<file path="src/rtl/hc595_rx.sv">
// Receive side of the 74HC595 display link: synchronises ds/shcp/stcp/oe, rebuilds
// each shift-register frame, latches it on stcp and decodes the segment byte per digit.
module hc595_rx #(
  parameter int SR_WIDTH = 14,
  parameter int SEG_W    = 8,
  parameter int SEL_W    = 6
) (
  input  logic                  sys_clk,
  input  logic                  sys_rst,
  input  logic                  ds,
  input  logic                  shcp,
  input  logic                  stcp,
  input  logic                  oe,
  output logic [SR_WIDTH-1:0]   par_q,
  output logic                  frame_vld,
  output logic                  frame_err,
  output logic [5*SEL_W-1:0]    digits,
  output logic [SEL_W-1:0]      dp,
  output logic                  disp_en
);

  localparam logic [4:0] CODE_BLANK = 5'd16;
  localparam logic [4:0] CNT_MAX    = 5'd31;

  logic [1:0]          r_ds_sync;
  logic [2:0]          r_shcp_sync;
  logic [2:0]          r_stcp_sync;
  logic [1:0]          r_oen_sync;
  logic [SR_WIDTH-1:0] r_sr;
  logic [4:0]          r_bit_cnt;
  logic [SR_WIDTH-1:0] r_par_q;
  logic                r_frame_vld;
  logic                r_frame_err;
  logic [4:0]          r_digits [SEL_W];
  logic [SEL_W-1:0]    r_dp;

  logic                w_shift;
  logic                w_latch;
  logic [SEG_W-1:0]    w_seg;
  logic [SEL_W-1:0]    w_sel;
  logic                w_sel_onehot;
  logic                w_frame_ok;
  logic [4:0]          w_code;

  // Active-low segment pattern (g..a) to symbol code; 31 marks an unknown pattern.
  function automatic logic [4:0] seg_to_code(input logic [6:0] seg);
    case (seg)
      7'h40:   seg_to_code = 5'd0;
      7'h79:   seg_to_code = 5'd1;
      7'h24:   seg_to_code = 5'd2;
      7'h30:   seg_to_code = 5'd3;
      7'h19:   seg_to_code = 5'd4;
      7'h12:   seg_to_code = 5'd5;
      7'h02:   seg_to_code = 5'd6;
      7'h78:   seg_to_code = 5'd7;
      7'h00:   seg_to_code = 5'd8;
      7'h10:   seg_to_code = 5'd9;
      7'h08:   seg_to_code = 5'd10;
      7'h03:   seg_to_code = 5'd11;
      7'h46:   seg_to_code = 5'd12;
      7'h21:   seg_to_code = 5'd13;
      7'h06:   seg_to_code = 5'd14;
      7'h0E:   seg_to_code = 5'd15;
      7'h7F:   seg_to_code = 5'd16;
      7'h3F:   seg_to_code = 5'd17;
      default: seg_to_code = 5'd31;
    endcase
  endfunction

  // oe is synchronised already inverted so the reset value of the chain gives disp_en = 0.
  always_ff @(posedge sys_clk or posedge sys_rst) begin
    if (sys_rst) begin
      r_ds_sync   <= '0;
      r_shcp_sync <= '0;
      r_stcp_sync <= '0;
      r_oen_sync  <= '0;
    end else begin
      // NOTE: non-blocking assignments let every stage sample the previous stage's old value.
      r_ds_sync   <= {r_ds_sync[0], ds};
      r_shcp_sync <= {r_shcp_sync[1:0], shcp};
      r_stcp_sync <= {r_stcp_sync[1:0], stcp};
      r_oen_sync  <= {r_oen_sync[0], ~oe};
    end
  end

  assign w_shift = r_shcp_sync[1] & ~r_shcp_sync[2];
  assign w_latch = r_stcp_sync[1] & ~r_stcp_sync[2];

  always_comb begin
    // NOTE: every always_comb output gets a default first so no path can infer a latch.
    w_seg        = r_sr[SR_WIDTH-1 -: SEG_W];
    w_sel        = r_sr[SEL_W-1:0];
    w_sel_onehot = (w_sel != '0) && ((w_sel & (w_sel - SEL_W'(1))) == '0);
    w_frame_ok   = w_sel_onehot && (r_bit_cnt == 5'(SR_WIDTH));
    w_code       = seg_to_code(w_seg[6:0]);
  end

  // A shift coinciding with a latch counts as the first bit of the next frame.
  always_ff @(posedge sys_clk or posedge sys_rst) begin
    if (sys_rst) begin
      r_sr      <= '0;
      r_bit_cnt <= '0;
    end else begin
      if (w_shift) r_sr <= {r_sr[SR_WIDTH-2:0], r_ds_sync[1]};
      if (w_latch)
        r_bit_cnt <= w_shift ? 5'd1 : 5'd0;
      else if (w_shift && r_bit_cnt != CNT_MAX)
        r_bit_cnt <= r_bit_cnt + 5'd1;
    end
  end

  // Latch and decode both read the pre-shift sr so digits update with the frame_vld pulse.
  always_ff @(posedge sys_clk or posedge sys_rst) begin
    if (sys_rst) begin
      r_par_q     <= '0;
      r_frame_vld <= 1'b0;
      r_frame_err <= 1'b0;
      r_dp        <= '0;
      // NOTE: the digit array is a handful of flops, not RAM, so each entry resets to blank.
      for (int i = 0; i < SEL_W; i++) r_digits[i] <= CODE_BLANK;
    end else begin
      r_frame_vld <= w_latch & w_frame_ok;
      r_frame_err <= w_latch & ~w_frame_ok;
      if (w_latch) r_par_q <= r_sr;
      if (w_latch && w_frame_ok) begin
        for (int i = 0; i < SEL_W; i++) begin
          if (w_sel[i]) begin
            r_digits[i] <= w_code;
            r_dp[i]     <= ~w_seg[SEG_W-1];
          end
        end
      end
    end
  end

  always_comb begin
    digits = '0;
    for (int i = 0; i < SEL_W; i++) digits[5*i +: 5] = r_digits[i];
  end

  assign par_q     = r_par_q;
  assign frame_vld = r_frame_vld;
  assign frame_err = r_frame_err;
  assign dp        = r_dp;
  assign disp_en   = r_oen_sync[1];

endmodule

</file>
<file path="config.mk">
export PLATFORM = sky130hd
export DESIGN_NAME = hc595_rx
export DESIGN_NICKNAME = d
export VERILOG_FILES = /design/src/rtl/hc595_rx.sv
export SDC_FILE = /design/constraint.sdc
export NUM_CORES = 1
export LEC_CHECK = 0
export ABC_AREA = 0
export CAP_MARGIN = 20
export CORE_ASPECT_RATIO = 1.1
export CORE_UTILIZATION = 53
export DETAILED_ROUTE_END_ITERATION = 7
export PLACE_DENSITY = 0.79
export SKIP_LAST_GASP = 1
export SLEW_MARGIN = 20
export SYNTH_ARGS = -nofsm -noshare
export SYNTH_HDL_FRONTEND = slang
export SYNTH_SLANG_ARGS = --single-unit
export TNS_END_PERCENT = 1
</file>
<file path="constraint.sdc">
create_clock -name sys_clk -period 3.6 [get_ports sys_clk]
set_input_delay 1.08 -clock sys_clk [delete_from_list [all_inputs] [get_ports sys_clk]]
set_output_delay 1.08 -clock sys_clk [all_outputs]
set_load 0.005 [all_outputs]
</file>
==> run metrics <==
number of port buffers 58; Buffers & Inverters on Critical Path 0; hold_sp r_shcp_sync[0]$_DFF_PP0_; Slew HR 40.5%; routed len/inst 16.3 um; Synth Area per Inst 11.0 um2; Final Hold Fails 0; CP delay by family, top simple AND/OR/NAND/NOR gates; TritonCTS clock tree done; Num CTS Buffers 9; Multi-input gate area 0.00141 mm2; Post-CTS Resized 0; Yosys cell types 51; Worst setup SP type flop; ranking of synthesized cells by area dfrtp_1, mux2_2, nand2_1, dfstp_2, o21ai_0; Critical Path Fanout Max 7; RSZ-0062 raised after global routing no; CP arrival 2.76 ns; R2R Path End digits[8]$_DFFE_PP0P_; slack of the worst reg-to-reg path 1.09 ns; Total GRT Usage 23.8%; fin nets 388; cts hold-fix bufs 0; top cell type by total area after synthesis dfrtp_1; routed vias 2639; vias in the first global route 2493; status finished, final reports clean; most common cell in the netlist dfrtp_1; 1st-iter DRT viols 134; Yosys reg bits 81; Critical R2R Launch r_sr[1]$_DFFE_PP0P_; Setup TNS Final 0 ns; dpl ws 1.07 ns; Reg area 0.00203 mm2; setup bufs post-CTS 0; Crit-path slowest cell or4_4; clock root buffer clkbuf_8; antenna cell count 0; Final period util 69.7%; worst hold margin 0.356 ns; Worst setup EP type flop; Final Max Slew Viols 0; via/cell ratio 5.66; post-synthesis cell count 325; FP Rows 31; Synth top area share 52.4%; Slew @ Worst Pin 0.893 ns; die height 88.2 um; Post-DP HPWL 5280 um; # IOs 59; post-synthesis sequential area ratio 56.8%; initial antenna violation count 0; CP cell instances or4_4, maj3_4, a2111oi_4, mux2_2; Critical Path Max Stage Delay 0.58 ns; Initial Util 54.6%; CP Class reg -> reg; r2r worst-path depth 4; Clock Skew 0.0114 ns; H-Tree Depth 3; Max-Cap Viols 0; Static Leak 1.94 nW; Power Density 538 mW/mm2; Fill cells 518; DRC Markers 0; GPL Wtd Cong 0.881; Hold/Removal Path Class reg -> reg; Cells on Worst Hold Path 0; most common flop cell mapped by yosys dfrtp_1; Syn. warnings 0; largest net degree at the start of global routing 39; drt total wl 7620 um; Sinks on Clock Net 81; CORE AREA 0.00656 mm2; TritonRoute pass-1 iters 4; fmax 398 MHz; total grt overflow 0; Tmin final 2.51 ns; Worst-path clk slew 0.08 ns; first-pass GRT wire length 12300 um; Final ANT Viol Nets 0; post-synthesis async set-or-reset flop share 100%; Final Worst Setup Slack 1.09 ns; Worst EP required 3.85 ns; Worst Hold End r_shcp_sync[1]$_DFF_PP0_; EDFF count, synth 0; Post-synth top cells dfrtp_1, nand2_1, nor2_1; Area growth, synth to finish 24.2%; share of layout cells above drive strength 1 14.8%; latest clock arrival within the worst-skew pair 0.36 ns; Die Wd 80.4 um; Die ar. 0.00709 mm2; clk buf depth 2; post-synthesis net count 334; final setup fails 0; mapped cell area 0.00358 mm2; VDD IR max 348 uV
## state kept, by name (all words and copies together), names as in the netlist
signal / flops
r_sr: 14
digits: 30
r_oen_sync: 2
par_q: 14
frame_err: 1
r_ds_sync: 2
r_stcp_sync: 3
dp: 6
r_bit_cnt: 5
r_shcp_sync: 3
frame_vld: 1
## metrics by stage
stage	total power (W)	std cells	utilization (%)	cell area [um2]
2_1_floorplan	0.00148	325	-	3580
3_3_place_gp	0.00167	450	64.6	4230
3_5_place_dp	0.00168	450	64.6	4230
4_1_cts	0.00241	466	67.8	4450
5_1_grt	0.00251	466	67.8	4450
6_report	0.00239	466	67.8	4450
## power by group
part	internal, W	switching (W)
clock	0.000395	0.000324
sequential	0.000987	0.000133
combinational	0.000225	0.000327
## kinds of logic after synthesis
logic type | after synthesis | share of synthesized area (%)
AOI/OAI and AO/OA | 65 | 13.9
xor gates and xnor gates | 4 | 0.979
adders and majority gates | 4 | 1.43
buffers and inverters | 36 | 3.77
DFF | 81 | 56.8
muxes | 28 | 8.63
and+or+nand+nor | 107 | 14.4
## worst max path at each step
stage                        startpoint                endpoint  cells past startpoint
detailed placement  r_sr[2]$_DFFE_PP0P_   digits[7]$_DFFE_PP0P_                      4
global route        r_sr[1]$_DFFE_PP0P_  digits[11]$_DFFE_PP0P_                      4
global placement    r_sr[1]$_DFFE_PP0P_   digits[8]$_DFFE_PP0P_                      4
finish              r_sr[1]$_DFFE_PP0P_   digits[8]$_DFFE_PP0P_                      4
floorplan                       sys_rst   digits[0]$_DFFE_PP0P_                      1
CTS                 r_sr[1]$_DFFE_PP0P_   digits[7]$_DFFE_PP0P_                      4
## routing by layer
metal	vias up	part of all wire, %	global-route usage (%)
li1	1248	-	-
met1	1292	42	30.7
met2	83	51	38.1
met3	16	5.1	6.25
met4	0	2.1	9.74
met5	-	0	0
## cells in the final DEF, fill, tap and decap left out, types with 3 or more instances in the layout
cell,instances
inv_1,16
o21ai_0,22
nor2_1,24
nor3_1,5
dfrtp_1,75
nand2_1,44
buf_4,3
dfstp_2,6
nand3_1,4
xor2_1,4
a31oi_1,8
and3_1,3
ha_1,3
nor4_1,5
mux2_2,23
mux2i_1,5
clkbuf_1,3
clkbuf_8,9
a2111oi_4,4
a211oi_1,3
a21oi_1,9
clkdlybuf4s50_1,58
nand2b_1,3
## cell type report
| type | count | share of cell area, % |
|---|---|---|
| flip-flops and latches | 81 | 45.8 |
| multi-input cells | 208 | 31.7 |
| repair buffers | 62 | 14.0 |
| clock buffers | 12 | 3.04 |
| well taps | 82 | 2.31 |
| clock inverters | 4 | 1.74 |
| inverters | 17 | 1.44 |
## worst reg2reg max path, delay by kind of cell (launching register included)
family / cells / cell delay [ns]
AO/OA/AOI/OAI: 1 / 0.58
adder cells (fa/ha/maj): 1 / 0.42
flip-flops: 1 / 0.43
multiplexers: 1 / 0.40
AND/OR/NAND/NOR: 1 / 0.58
Note: power is estimated with default switching activity, not from simulation.
